`config.mk`:
```
export PLATFORM = sky130hd
export DESIGN_NAME = arm_task_scheduler_flat
export DESIGN_NICKNAME = d
export VERILOG_FILES = /design/src/rtl/arm_task_scheduler_if.sv /design/src/rtl/arm_task_scheduler.sv /design/src/flat_wrapper.sv
export SDC_FILE = /design/constraint.sdc
export NUM_CORES = 1
export LEC_CHECK = 0
export CORE_ASPECT_RATIO = 1.4
export CORE_UTILIZATION = 57
export DETAILED_ROUTE_END_ITERATION = 10
export GPL_ROUTABILITY_DRIVEN = 0
export PLACE_DENSITY = 0.8
export SLEW_MARGIN = 20
export SYNTH_ARGS = -nofsm -noshare
export SYNTH_HDL_FRONTEND = slang
export SYNTH_SLANG_ARGS = --single-unit
```
`constraint.sdc`:
```
create_clock -name hdmi_clk1x_i -period 3.5 [get_ports hdmi_clk1x_i]
set_clock_uncertainty 0.1 [all_clocks]
set_input_delay 0.525 -clock hdmi_clk1x_i [delete_from_list [all_inputs] [get_ports hdmi_clk1x_i]]
set_output_delay 0.525 -clock hdmi_clk1x_i [all_outputs]
set_load 0.02 [all_outputs]
```
`src/rtl/arm_task_scheduler_if.sv`:
```
// Command channel between the task scheduler and the arm executor.
// The scheduler is the master: it offers a zone with cmd_valid/cmd_zone,
// the executor accepts with cmd_ready and reports completion with arm_done.
interface arm_task_scheduler_if;
    logic       cmd_valid;
    logic [2:0] cmd_zone;
    logic       cmd_ready;
    logic       arm_done;

    modport master (
        output cmd_valid,
        output cmd_zone,
        input  cmd_ready,
        input  arm_done
    );

    modport slave (
        input  cmd_valid,
        input  cmd_zone,
        output cmd_ready,
        output arm_done
    );
endinterface

```
`src/rtl/arm_task_scheduler.sv`:
```
// Zone pick scheduler: queues key and vision requests in a small FIFO and
// dispatches them one at a time to the arm executor. Each dispatch waits
// for a done pulse or a timeout. Drives the zone LEDs and zone bits of the
// task currently in flight.
module arm_task_scheduler #(
    parameter int DEPTH   = 4,
    parameter int TIMEOUT = 74250000,
    parameter int CNT_W   = 31
) (
    input  logic                   hdmi_clk1x_i,
    input  logic                   rst_n,
    input  logic                   key_req,
    input  logic [2:0]             key_zone,
    input  logic                   vis_valid,
    input  logic [2:0]             vis_zone,
    output logic                   vis_ready,
    input  logic                   abort,
    arm_task_scheduler_if.master   cmd_if,
    output logic [7:0]             led,
    output logic [2:0]             zone_out,
    output logic                   busy,
    output logic                   timeout_err,
    output logic                   overflow,
    output logic [$clog2(DEPTH):0] q_level
);

    localparam int AW = $clog2(DEPTH);
    localparam int PW = AW + 1;
    localparam logic [CNT_W-1:0] CNT_TERM = CNT_W'(TIMEOUT - 1);
    localparam logic [CNT_W-1:0] CNT_MAX  = {CNT_W{1'b1}};

    typedef enum logic [1:0] {
        IDLE  = 2'd0,
        ISSUE = 2'd1,
        EXEC  = 2'd2
    } state_t;

    state_t           state_q, state_d;
    logic [PW-1:0]    wr_q, wr_d, rd_q, rd_d;
    logic [2:0]       mem_q [DEPTH];
    logic [2:0]       cur_zone_q, cur_zone_d;
    logic [CNT_W-1:0] cnt_q, cnt_d;
    logic             cmd_valid_q, cmd_valid_d;
    logic [7:0]       led_q, led_d;
    logic [2:0]       zone_q, zone_d;
    logic             busy_q, busy_d;
    logic             timeout_q, timeout_d;
    logic             overflow_q, overflow_d;

    logic             full, empty, push, pop;
    logic [2:0]       push_zone;

    // FIFO status, enqueue arbitration (key before vision) and pointer update;
    // full is judged before any same-cycle pop, abort flushes by snapping rd to wr
    always_comb begin
        full      = (wr_q[PW-1] != rd_q[PW-1]) && (wr_q[AW-1:0] == rd_q[AW-1:0]);
        empty     = (wr_q == rd_q);
        vis_ready = !full && !key_req && !abort;
        push      = !abort && ((key_req && !full) || (vis_valid && vis_ready));
        push_zone = key_req ? key_zone : vis_zone;
        pop       = (state_q == IDLE) && !empty && !abort;
        wr_d      = wr_q + {{AW{1'b0}}, push};
        rd_d      = rd_q + {{AW{1'b0}}, pop};
        if (abort) begin
            wr_d = wr_q;
            rd_d = wr_q;
        end
    end

    // Queue storage; contents need no reset because the pointers say what is valid
    always_ff @(posedge hdmi_clk1x_i) begin
        if (push) begin
            mem_q[wr_q[AW-1:0]] <= push_zone;
        end
    end

    // Next-state logic: pop into ISSUE, handshake into EXEC, done or timeout back to IDLE
    always_comb begin
        state_d    = state_q;
        cur_zone_d = cur_zone_q;
        cnt_d      = '0;
        case (state_q)
            IDLE: begin
                if (pop) begin
                    cur_zone_d = mem_q[rd_q[AW-1:0]];
                    state_d    = ISSUE;
                end
            end
            ISSUE: begin
                if (cmd_if.cmd_ready) begin
                    state_d = EXEC;
                end
            end
            EXEC: begin
                if (cmd_if.arm_done || (cnt_q == CNT_TERM)) begin
                    state_d = IDLE;
                end else begin
                    cnt_d = (cnt_q == CNT_MAX) ? cnt_q : cnt_q + 1'b1;
                end
            end
            default: state_d = IDLE;
        endcase
        if (abort) begin
            state_d = IDLE;
            cnt_d   = '0;
        end
    end

    // Output decode from the next state so outputs change together with the state
    always_comb begin
        cmd_valid_d = (state_d == ISSUE);
        busy_d      = (state_d == ISSUE) || (state_d == EXEC);
        led_d       = busy_d ? (8'd1 << cur_zone_d) : 8'd0;
        zone_d      = busy_d ? cur_zone_d : 3'd0;
        timeout_d   = (state_q == EXEC) && !cmd_if.arm_done && (cnt_q == CNT_TERM) && !abort;
        overflow_d  = key_req && full;
    end

    // State, pointers, counter and registered outputs
    always_ff @(posedge hdmi_clk1x_i or negedge rst_n) begin
        if (!rst_n) begin
            state_q     <= IDLE;
            wr_q        <= '0;
            rd_q        <= '0;
            cur_zone_q  <= '0;
            cnt_q       <= '0;
            cmd_valid_q <= 1'b0;
            led_q       <= '0;
            zone_q      <= '0;
            busy_q      <= 1'b0;
            timeout_q   <= 1'b0;
            overflow_q  <= 1'b0;
        end else begin
            state_q     <= state_d;
            wr_q        <= wr_d;
            rd_q        <= rd_d;
            cur_zone_q  <= cur_zone_d;
            cnt_q       <= cnt_d;
            cmd_valid_q <= cmd_valid_d;
            led_q       <= led_d;
            zone_q      <= zone_d;
            busy_q      <= busy_d;
            timeout_q   <= timeout_d;
            overflow_q  <= overflow_d;
        end
    end

    assign cmd_if.cmd_valid = cmd_valid_q;
    assign cmd_if.cmd_zone  = cur_zone_q;
    assign led              = led_q;
    assign zone_out         = zone_q;
    assign busy             = busy_q;
    assign timeout_err      = timeout_q;
    assign overflow         = overflow_q;
    assign q_level          = wr_q - rd_q;

endmodule

```
`src/flat_wrapper.sv`:
```
// flat-port wrapper written by rule: the top's interface ports become plain ports
module arm_task_scheduler_flat 
#(
    parameter int DEPTH   = 4,
    parameter int TIMEOUT = 74250000,
    parameter int CNT_W   = 31
)
  (hdmi_clk1x_i, rst_n, key_req, key_zone, vis_valid, vis_zone, vis_ready, abort, led, zone_out, busy, timeout_err, overflow, q_level, cmd_if_cmd_valid, cmd_if_cmd_zone, cmd_if_cmd_ready, cmd_if_arm_done);
  arm_task_scheduler_if cmd_if_i ();
  input  logic hdmi_clk1x_i;
  input  logic rst_n;
  input  logic key_req;
  input  logic [2:0] key_zone;
  input  logic vis_valid;
  input  logic [2:0] vis_zone;
  output logic vis_ready;
  input  logic abort;
  output logic [7:0] led;
  output logic [2:0] zone_out;
  output logic busy;
  output logic timeout_err;
  output logic overflow;
  output logic [$clog2(DEPTH):0] q_level;
  output wire logic [$bits(cmd_if_i.cmd_valid)-1:0] cmd_if_cmd_valid;
  output wire logic [$bits(cmd_if_i.cmd_zone)-1:0] cmd_if_cmd_zone;
  input wire logic [$bits(cmd_if_i.cmd_ready)-1:0] cmd_if_cmd_ready;
  input wire logic [$bits(cmd_if_i.arm_done)-1:0] cmd_if_arm_done;
  assign cmd_if_cmd_valid = cmd_if_i.cmd_valid;
  assign cmd_if_cmd_zone = cmd_if_i.cmd_zone;
  assign cmd_if_i.cmd_ready = cmd_if_cmd_ready;
  assign cmd_if_i.arm_done = cmd_if_arm_done;
  arm_task_scheduler #(.DEPTH(DEPTH), .TIMEOUT(TIMEOUT), .CNT_W(CNT_W)) u_core (.hdmi_clk1x_i(hdmi_clk1x_i), .rst_n(rst_n), .key_req(key_req), .key_zone(key_zone), .vis_valid(vis_valid), .vis_zone(vis_zone), .vis_ready(vis_ready), .abort(abort), .cmd_if(cmd_if_i), .led(led), .zone_out(zone_out), .busy(busy), .timeout_err(timeout_err), .overflow(overflow), .q_level(q_level));
endmodule
```
Word level (Yosys, flattened, before mapping)
Memory sizes are Yosys's and may differ from the RTL's.
Index checks and enable logic that the tools add are counted.
{ "classes": {"add_sub_neg": 4, "n_eq_ne": 10, "shifts": 1, "muxes": 17, "n_reduce_logical": 21} }
{ "ops": {"columns": ["cell", "count"], "rows": [
  ["2-to-1 mux 31 bit", 4],
  ["adder 31 x 1 -> 31 bit, second input constant", 1],
  ["== test 31 x 27 -> 1 bit, second input constant", 1],
  ["== test 31 bit, second input constant", 1],
  ["2-to-1 mux 3 bit", 5],
  ["logical AND 1 bit", 12],
  ["2-to-1 mux 2 bit", 4],
  ["2-to-1 mux 8 bit", 1],
  ["<< shifter 1 x 3 -> 8 bit, first input constant", 1],
  ["adder 3 x 1 -> 3 bit", 2],
  ["one-hot mux 2 bit (3 select lines)", 1],
  ["logical NOT 1 bit", 5],
  ["== test 2 x 1 -> 1 bit, second input constant", 2],
  ["== test 2 bit, second input constant", 2],
  ["inequality test 4 x 3 -> 1 bit, second input constant", 1],
  ["== test 3 bit", 1],
  ["logical OR 1 bit", 3],
  ["subtractor 3 bit", 1],
  ["== test 2 bit", 1],
  ["logical NOT 2 bit", 1],
  ["2-to-1 mux 1 bit", 2],
  ["inequality test 1 bit", 1]
]} }
{ "totals": {"reg_bits": 57, "ramBits": 12, "out_inout_bits": 22, "wordCells": 65, "memories": 1} }
{ "mem_list": {"columns": ["name", "words", "word_bits", "read_ports", "rd_ports_with_merged_regs", "wr", "line_no", "rtl"], "rows": [
  ["u_core.mem_q", 4, 3, 1, 0, 1, "arm_task_scheduler.sv:40", "logic [2:0] mem_q [DEPTH];"]
]} }

Logic depth before layout (Yosys ltp)
Gate-level depths: netlist (run 1).
{ "depth": {"ltp_word": 10, "ltp_mapped": 10, "mapped_depth_nobuf": 9} }

Worst setup path before layout (run 1)
OpenSTA, ideal clock, no wires.
{ "synth_path": {"kind": "reg-to-reg", "start": "reg u_core.cnt_q[25]", "end": "reg u_core.led_q[4], in the netlist u_core.led[4]", "t_arrival_ps": 2349, "required_ps": 3328, "setup_slack_ps": 979, "path_stages_with_launch": 9, "n_path_buf": 1, "period_less_slack_ps": 2521, "path_cell_list": "dfrtp_1 or4b_1 nor4_1 nand4_1 clkbuf_1 a32oi_1 ha_1 or2_2 nor2_1"} }
{ "synth_via": {"elab_chain_cells": 8, "elab_cells_between_ends": 9} }
{ "synth_lines": {"columns": ["element", "line_no", "rtl"], "rows": [
  ["from (decl)", "arm_task_scheduler.sv:42", "logic [CNT_W-1:0] cnt_q, cnt_d;"],
  ["from (signal assigned)", "arm_task_scheduler.sv:138", "cnt_q <= cnt_d;"],
  ["== test 31 x 27 -> 1 bit (*)", "arm_task_scheduler.sv:95", "if (cmd_if.arm_done || (cnt_q == CNT_TERM)) begin"],
  ["logical OR 1 bit (*)", "arm_task_scheduler.sv:95", null],
  ["2-to-1 mux 2 bit (*)", "arm_task_scheduler.sv:95", null],
  ["one-hot mux 2 bit (3 select lines) (*)", "arm_task_scheduler.sv:82", "case (state_q)"],
  ["2-to-1 mux 2 bit (*)", "arm_task_scheduler.sv:103", "if (abort) begin"],
  ["== test 2 x 1 -> 1 bit / == test 2 bit (equally long branches)", "arm_task_scheduler.sv:112", "busy_d = (state_d == ISSUE) || (state_d == EXEC);"],
  ["logical OR 1 bit (*)", "arm_task_scheduler.sv:112", null],
  ["2-to-1 mux 8 bit (*)", "arm_task_scheduler.sv:113", "led_d = busy_d ? (8'd1 << cur_zone_d) : 8'd0;"],
  ["named net u_core.led_d[4]", "arm_task_scheduler.sv:44", "logic [7:0] led_q, led_d;"],
  ["to (signal assigned)", "arm_task_scheduler.sv:140", "led_q <= led_d;"],
  ["to (decl)", "arm_task_scheduler.sv:44", null]
]} }
The timed path passes the listed nets; every way through them passes the cells marked *.
A chain may end at the register's enable or synchronous reset.

Final worst setup path (run 1)
{ "layout_path": {"start": "reg u_core.rd_q[0]", "end": "out q_level[2]"} }
{ "layout_via": {"elab_chain_cells": 1} }
{ "layout_lines": {"columns": ["element", "line_no", "rtl"], "rows": [
  ["from (decl)", "arm_task_scheduler.sv:39", "logic [PW-1:0] wr_q, wr_d, rd_q, rd_d;"],
  ["from (signal assigned)", "arm_task_scheduler.sv:136", "rd_q <= rd_d;"],
  ["subtractor 3 bit", "arm_task_scheduler.sv:155", "assign q_level = wr_q - rd_q;"],
  ["to (decl)", "flat_wrapper.sv:23", "output logic [$clog2(DEPTH):0] q_level;"]
]} }
No other way between the ends.

==> impl_table.tex, run 1 <==
\begin{tabular}{lr}
\hline
Metric & Value \\
\hline
\multicolumn{2}{l}{\textbf{Run status}} \\
Run status & finished clean \\
\multicolumn{2}{l}{\textbf{STA}} \\
Final Cycle Share & 82.8\% \\
Slew @ Worst Pin & 853 ps \\
Final hold slack & 113 ps \\
Crit path time final & 2900 ps \\
Hold violation count in the final report & 0 \\
RSZ-0062 raised after global routing & false \\
Slew Limit Headroom & 42.6\% \\
Number of max-slew violations in the final report & 0 \\
Achievable clock frequency & roughly 340 MHz \\
Final setup violation count & 0 \\
Final sum of negative setup slack & 0 ps \\
\multicolumn{2}{l}{\textbf{Final layout}} \\
Final design instance area without fill & 4040 um2 \\
Number of filler cells placed in the layout & approximately 410 \\
Nets & between 300 and 400 \\
Multi-input gate area & 1510 um2 \\
Layout Utilization & 69.4\% \\
Combined flip-flop and latch cell area & roughly 1800 um2 \\
Fraction of final layout cells sized beyond drive strength 1 & 13.5\% \\
Antenna Cells & 0 \\
Synthesis-to-finish area growth & 17.5\% \\
\multicolumn{2}{l}{\textbf{Routing}} \\
Wire length after detailed routing & 7.14 mm \\
Number of design rule violations left after detail routing & 0 \\
Via-to-Cell Ratio & around 5.9 \\
Wire length per cell & 16.5 um \\
DRT antenna net count & 0 \\
Total iterations of the first detailed-routing run & 4 \\
1st-iter DRT viols & 205 \\
Via count & 2575 \\
\multicolumn{2}{l}{\textbf{Flow run}} \\
Number of max-cap violations & 0 \\
\multicolumn{2}{l}{\textbf{Yosys}} \\
Count of different cell masters after synthesis & 54 \\
Predominant post-synthesis flop cell & dfrtp\_1 \\
Yosys warnings & 0 \\
Avg Cell Area, Syn & 10.8 um2 \\
Gate count of the mapped netlist & approximately 320 \\
Synth Cell Area & roughly 3400 um2 \\
Number of flops mapped to enable cells by yosys & 12 \\
Synthesized net count & 340 \\
Synthesized flop and latch total & 69 \\
Register area share after synthesis & 51.9\% \\
Proportion of synthesized flip-flops having asynchronous set or reset & 82.6\% \\
\multicolumn{2}{l}{\textbf{Critical path}} \\
CP max stage delay & 630 ps \\
Type of destination of the critical path & output pin \\
Worst-path fanout max & 5 \\
Arrival time at the worst endpoint & approximately 2300 ps \\
Worst R2R Setup Slack & about 760 ps \\
Data required time of the critical path & 2870 ps \\
Type of the setup path with the least slack & flip-flop to output pin \\
Slowest library cell on the worst path & clkdlybuf4s50\_1 \\
Kind of start point of the critical path & flip-flop \\
CP Cell Sequence & ha\_1, inv\_1, fa\_1, xnor2\_1, clkdlybuf4s50\_1 \\
\multicolumn{2}{l}{\textbf{Global route}} \\
Vias in the first global route & $\sim$2500 \\
Wire length of the first global-routing pass & 12.1 mm \\
Largest net degree at the start of global routing & 32 \\
Number of antenna violations at the first check in global routing & 0 \\
Global route overflow & 0 \\
GRT Resource Usage Total & 26.2\% \\
\multicolumn{2}{l}{\textbf{Die}} \\
Number of placed I/O pins & 35 \\
Height of the chip & 93.9 um \\
Width of the chip & a little under 70 um \\
Die outline area & roughly 6400 um2 \\
Rows & 33 \\
Initial standard-cell utilization of the core & 59.1\% \\
Core region area & between 5000 and 6000 um2 \\
\multicolumn{2}{l}{\textbf{Clock tree}} \\
Max clock buf depth & 2 \\
Clock sink total & 69 \\
Number of H-tree levels & 3 \\
Post-CTS clock slew at the launch and capture registers of the worst setup and hold paths & 90 ps \\
CTS Buf Count & 9 \\
CTS Hold Buffers Added & 0 \\
Library cell used as clock root buffer & clkbuf\_8 \\
Post-CTS Setup Repair Bufs & 0 \\
Number of gates resized after CTS & 0 \\
Insertion delay to the later sink of the worst-skew pair & 350 ps \\
CTS tree & done \\
\multicolumn{2}{l}{\textbf{Power}} \\
IR Drop Worst-Case VDD & 0.000662 V \\
Areal power density over the cells & 638 nW/um2 \\
Static leakage & 1.63 nW \\
\multicolumn{2}{l}{\textbf{Placement}} \\
Post-placement cell area & roughly 3800 um2 \\
Post-DP HPWL & 5.08 mm \\
IO Port Bufs & 34 \\
\multicolumn{2}{l}{\textbf{Min path}} \\
Path class of the lowest-slack min-delay path & primary input to asynchronous set/reset pin \\
\hline
\end{tabular}
-- final cells by class --
class | count | share of cell area (%)
clock buffer | 10 | 3.69
clock inverter | 6 | 1.27
inverter | 21 | 1.95
multi-input combinational | 218 | 37.5
sequential | 69 | 44.2
tap | 70 | 2.17
timing repair buffer | 39 | 9.23
-- placed cells by master (no fill, tap or decap), drive strengths merged, types with 2 or more instances in the layout --
cell type / instances
a21oi: 14
a31oi: 6
and3: 6
and4: 3
buf: 6
clkbuf: 10
clkdlybuf4s50: 33
clkinv: 2
dfrtp: 57
edfxtp: 12
ha: 8
inv: 24
mux2: 3
mux2i: 7
mux4: 3
nand2: 25
nand3: 18
nand3b: 3
nand4: 10
nor2: 27
nor2b: 2
nor3: 9
nor4: 12
o21ai: 14
o31ai: 4
or3: 8
or4: 7
xnor2: 10
xor2: 5
-- routing by layer --
layer	part of all wire, %	track usage (%)	vias up
li1	-	-	1236
met3	3.0	5.83	17
met2	54	44.1	60
met4	2.4	11.9	0
met5	0	0	-
met1	40	31.1	1262
-- synthesized netlist by cell type, types with 5 or more instances --
library cell / instances / area [um2]
ha_1: 8 / 100
xor2_1: 5 / 43.8
edfxtp_1: 12 / 360
or3_1: 8 / 50.1
nand3_1: 18 / 90.1
xnor2_1: 10 / 87.6
nand4_1: 8 / 50.1
and3_1: 6 / 37.5
nor3_1: 6 / 30.0
a21oi_2: 8 / 70.1
nor4_1: 10 / 62.6
nand2_1: 25 / 93.8
inv_1: 21 / 78.8
nor2_1: 27 / 101
a31oi_1: 5 / 31.3
o21ai_0: 7 / 35.0
a21oi_1: 6 / 30.0
or4_1: 6 / 45.0
dfrtp_1: 57 / 1430
o21ai_1: 6 / 30.0
mux2i_1: 7 / 70.1
-- state kept, by name, indices dropped and copies added (netlist names) --
name,cells
u_core.cnt_q,31
u_core.mem_q,12
u_core.led,8
u_core.cmd_if.cmd_zone,3
u_core.rd_q,3
u_core.wr_q,3
u_core.zone_out,3
u_core.state_q,2
u_core.busy,1
u_core.cmd_if.cmd_valid,1
u_core.overflow,1
u_core.timeout_err,1
-- stage by stage --
step           std cells  total power (W)  setup WS, ps
5_1_grt              433          0.00271           512
4_1_cts              433          0.00260           577
3_3_place_gp         417          0.00192           765
2_1_floorplan        318          0.00157           979
6_report             433          0.00258           601
3_5_place_dp         417          0.00194           695
-- cell families (layout without fill, tap and decap cells) --
kind of cell               Yosys count  count (layout)  synth area share, %
buffers and inverters               31              76                 4.22
and+or+nand+nor                    136             136                 22.5
adders and majority gates            9               9                 3.49
AOI/OAI and AO/OA                   45              45                 9.06
DFF                                 69              69                 51.9
muxes                               13              13                 4.98
xor gates and xnor gates            15              15                 3.82
-- critical path: cells and delay by family, from the launching register on --
family | cells | cell delay [ps]
xor gates and xnor gates | 1 | 170
adders and majority gates | 2 | 570
buffers and inverters | 2 | 680
DFF | 1 | 520
-- report_power, final --
| group | switching, W | leakage [nW] | internal, W |
|---|---|---|---|
| clock network | 0.000333 | 0.0990 | 0.000310 |
| registers | 0.000101 | 0.882 | 0.000955 |
| logic | 0.000492 | 0.647 | 0.000388 |
-- path summary, 6_finish.rpt --
check                                   end            start  cells past startpoint
max in group asynchronous     u_core.led[7]            rst_n                      2
min                        u_core.cnt_q[13]            rst_n                      1
min reg2reg                  u_core.wr_q[2]   u_core.wr_q[2]                      1
max                              q_level[2]   u_core.rd_q[0]                      5
min in group hdmi_clk1x_i    u_core.wr_q[2]   u_core.wr_q[2]                      1
max reg2reg                   u_core.led[5]  u_core.cnt_q[5]                      8
Power figures use the tool's default switching activity.
==> run 2: changes to the inputs <==
- CORE_UTILIZATION: 57 -> 51
- PLACE_DENSITY: 0.8 -> 0.76
- clock period: 3.5 -> 2.59 ns (I/O delays scaled with it)
==> run 2 against run 1 <==
Against the previous run:
- clock power increased by 30%
- critical path depth increased by 2
- non-clock buffer count increased by 20
- setup slack got worse by 520 ps
- sequential power increased by 33%
- routed wire length increased by 12%
- sequential share of layout area decreased by 1.9 points
- global-route usage decreased by 1.7 points
- count of clock-buffer cells in the layout decreased by 1
==> impl_table.tex, run 2 (synthesized netlist as in run 1, its figures left out) <==
\begin{tabular}{lr}
\hline
Metric & Value \\
\hline
\multicolumn{2}{l}{\textbf{Run status}} \\
Run status & finished clean \\
\multicolumn{2}{l}{\textbf{STA}} \\
Final hold slack & 421 ps (+308 ps) \\
Hold violation count in the final report & 0 (unchanged) \\
Final setup slack of the worst path & 82.2 ps (-519 ps) \\
Crit path time final & 2510 ps \\
Final setup violation count & 0 (unchanged) \\
Slew Limit Headroom & 65.2\% (+23 points) \\
Achievable clock frequency & 399 MHz \\
Slew @ Worst Pin & 518 ps (-335 ps) \\
Number of max-slew violations in the final report & 0 (unchanged) \\
Final Cycle Share & 96.8\% \\
Final sum of negative setup slack & 0 ps (unchanged) \\
\multicolumn{2}{l}{\textbf{Clock tree}} \\
CTS Buf Count & 9 (unchanged) \\
Number of H-tree levels & 3 (unchanged) \\
Insertion delay to the later sink of the worst-skew pair & 350 ps (about the same) \\
Library cell used as clock root buffer & clkbuf\_8 \\
Post-CTS clock slew at the launch and capture registers of the worst setup and hold paths & 80 ps (about the same) \\
Max clock buf depth & 2 (unchanged) \\
CTS tree & done \\
Clock sink total & 69 (unchanged) \\
\multicolumn{2}{l}{\textbf{Critical path}} \\
Slowest library cell on the worst path & or4\_1 \\
Critical path origin & u\_core.cnt\_q[5] \\
Worst R2R Setup Slack & 80 ps (-680 ps) \\
Kind of start point of the critical path & flip-flop \\
Worst-path fanout max & 5 (unchanged) \\
Arrival time at the worst endpoint & 2690 ps (+420 ps) \\
Capture instance of the worst register-to-register path & u\_core.led[7] \\
CP Cell Sequence & or4\_1, nor4\_2, nand4\_1, a32oi\_2, ha\_1, or2\_2, nor2\_1 \\
Number of cell instances on the worst register-to-register path & 7 (-1) \\
Data required time of the critical path & 2770 ps (-100 ps) \\
R2R Path Start & u\_core.cnt\_q[5] \\
Type of destination of the critical path & flip-flop \\
Type of the setup path with the least slack & flip-flop to flip-flop \\
Destination of the critical timing path & u\_core.led[7] \\
CP max stage delay & 560 ps (-70 ps) \\
\multicolumn{2}{l}{\textbf{Power}} \\
IR Drop Worst-Case VDD & 0.000700 V (+5.7\%) \\
Switching power & 0.00127 W (+37\%) \\
Net switching fraction of the power & 36.9\% (+0.95 points) \\
Relative contribution of sequential cells to total power & 41.0\% (about the same) \\
Clock share of power & 24.3\% (-0.6 points) \\
Combinational cell fraction of total power & 34.7\% (+0.6 points) \\
Areal power density over the cells & 815 nW/um2 (+28\%) \\
Power consumption & 0.00344 W (+33\%) \\
Internal Power & 0.00217 W (+31\%) \\
Static leakage & 1.74 nW (+7.0\%) \\
\multicolumn{2}{l}{\textbf{Routing}} \\
Wire length after detailed routing & 7.97 mm (+12\%) \\
Via count & 2703 (+5.0\%) \\
Number of design rule violations left after detail routing & 0 (unchanged) \\
Total iterations of the first detailed-routing run & 4 (unchanged) \\
Via-to-Cell Ratio & 5.91 (-0.54\%) \\
1st-iter DRT viols & 276 (+35\%) \\
Wire length per cell & 17.4 um (+5.7\%) \\
DRT antenna net count & 0 (unchanged) \\
\multicolumn{2}{l}{\textbf{Final layout}} \\
Antenna Cells & 0 (unchanged) \\
Reg with most FFs & u\_core.cnt\_q \\
Commonest cells after routing, fill and taps aside & 57 x dfrtp\_1, 30 x clkdlybuf4s50\_1, 27 x nor2\_1, 25 x nand2\_1, 22 x buf\_4 \\
Most frequent standard cell in the layout excluding fill and tap cells & dfrtp\_1 \\
Nets & 400 (+5.3\%) \\
Synthesis-to-finish area growth & 22.7\% \\
Combined flip-flop and latch cell area & 1790 um2 (unchanged) \\
Multi-input gate area & 1530 um2 (+1.1\%) \\
Count of placed standard cells in the final layout, fillers left out & 457 (+5.5\%) \\
Fraction of final layout cells sized beyond drive strength 1 & 18.5\% (+5.0 points) \\
Number of filler cells placed in the layout & 515 (+26\%) \\
Max FFs per register & 31 (unchanged) \\
\multicolumn{2}{l}{\textbf{Global route}} \\
Number of antenna violations at the first check in global routing & 0 (unchanged) \\
Global route overflow & 0 (unchanged) \\
GRT Resource Usage Total & 24.5\% (-1.7 points) \\
Largest net degree at the start of global routing & 28 (-13\%) \\
Wire length of the first global-routing pass & 13.1 mm (+8.2\%) \\
Vias in the first global route & 2697 (+6.5\%) \\
\multicolumn{2}{l}{\textbf{Min path}} \\
Path class of the lowest-slack min-delay path & flip-flop to flip-flop \\
Hold path cells & 1 \\
\multicolumn{2}{l}{\textbf{Placement}} \\
IO Port Bufs & 34 (unchanged) \\
Post-DP HPWL & 5.83 mm (+15\%) \\
Instance count after placement with tap cells included & 439 (+5.3\%) \\
Setup slack at placement & 103 ps (-591 ps) \\
\multicolumn{2}{l}{\textbf{Die}} \\
Core region area & 6570 um2 (+13\%) \\
Rows & 35 (+6.1\%) \\
Initial standard-cell utilization of the core & 52.4\% (-6.7 points) \\
Width of the chip & 71.4 um (+5.6\%) \\
Die outline area & 7080 um2 (+11\%) \\
Number of placed I/O pins & 35 (unchanged) \\
Height of the chip & 99.2 um (+5.6\%) \\
\multicolumn{2}{l}{\textbf{Flow run}} \\
Number of max-cap violations & 0 (unchanged) \\
\hline
\end{tabular}
==> run 2: changes by cell type in the layout (fill, tap and decap cells not counted), moves of 2 or more <==
cell / delta
buf_12: +2
buf_4: +17
clkdlybuf4s50_1: -3
dlygate4sd2_1: +3
==> run 2: what timing repair did <==
item	in CTS	in global routing
hold buffers	1	0
hold endpoints to repair	18	0
pin swaps	0	1
setup buffers	0	1
resized for setup	3	3
setup endpoints to repair	3	5
cloned	0	0
==> run 2: how the worst min path moves through the flow <==
| stage | to | start |
|---|---|---|
| 2_1_floorplan | u_core.busy | rst_n |
| 3_3_place_gp | u_core.cnt_q[8] | rst_n |
| 3_5_place_dp | u_core.cnt_q[8] | rst_n |
| 4_1_cts | u_core.cnt_q[3] | rst_n |
| 5_1_grt | u_core.wr_q[2] | u_core.wr_q[2] |
| 6_report | u_core.wr_q[2] | u_core.wr_q[2] |
==> run 2: metal layers <==
layer	wire, um	share of wire, %	vias up	track usage, %
li1	-	-	1275	-
met1	3110	39	1343	28.0
met2	4350	55	66	43.5
met3	297	3.7	19	5.37
met4	207	2.6	0	11.2
met5	0	0	-	0
==> run 2: critical path, delay by kind of cell, from the launching register on <==
family	cells	cell delay [ps]
AND/OR/NAND/NOR	5	1420
flip-flops	1	380
adder cells (fa/ha/maj)	1	310
AO/OA/AOI/OAI	1	230
==> run 2: power by group through the flow <==
stage | registers (W) | clock network, W | logic [W]
final | 0.00141 | 0.000834 | 0.00119
after detailed placement | 0.00143 | 0 | 0.00123
after global routing | 0.00143 | 0.000887 | 0.00130
after CTS | 0.00141 | 0.000855 | 0.00121
after floorplan | 0.00153 | 0 | 0.000581
after global placement | 0.00143 | 0 | 0.00120
==> run 2: final cells by class <==
cell class                 instances  share of cell area (%)
timing repair buffer              59                    13.0
inverter                          21                    1.87
clock inverter                     7                    1.45
tap                               74                    2.19
clock buffer                       9                    2.94
sequential                        69                    42.3
multi-input combinational        218                    36.3
==> run 2: per-stage QoR <==
step	util, %	area, um2
floorplan	-	3440
global placement	61.0	4010
detailed placement	61.0	4010
CTS	63.9	4200
global route	64.2	4220
finish	64.2	4220
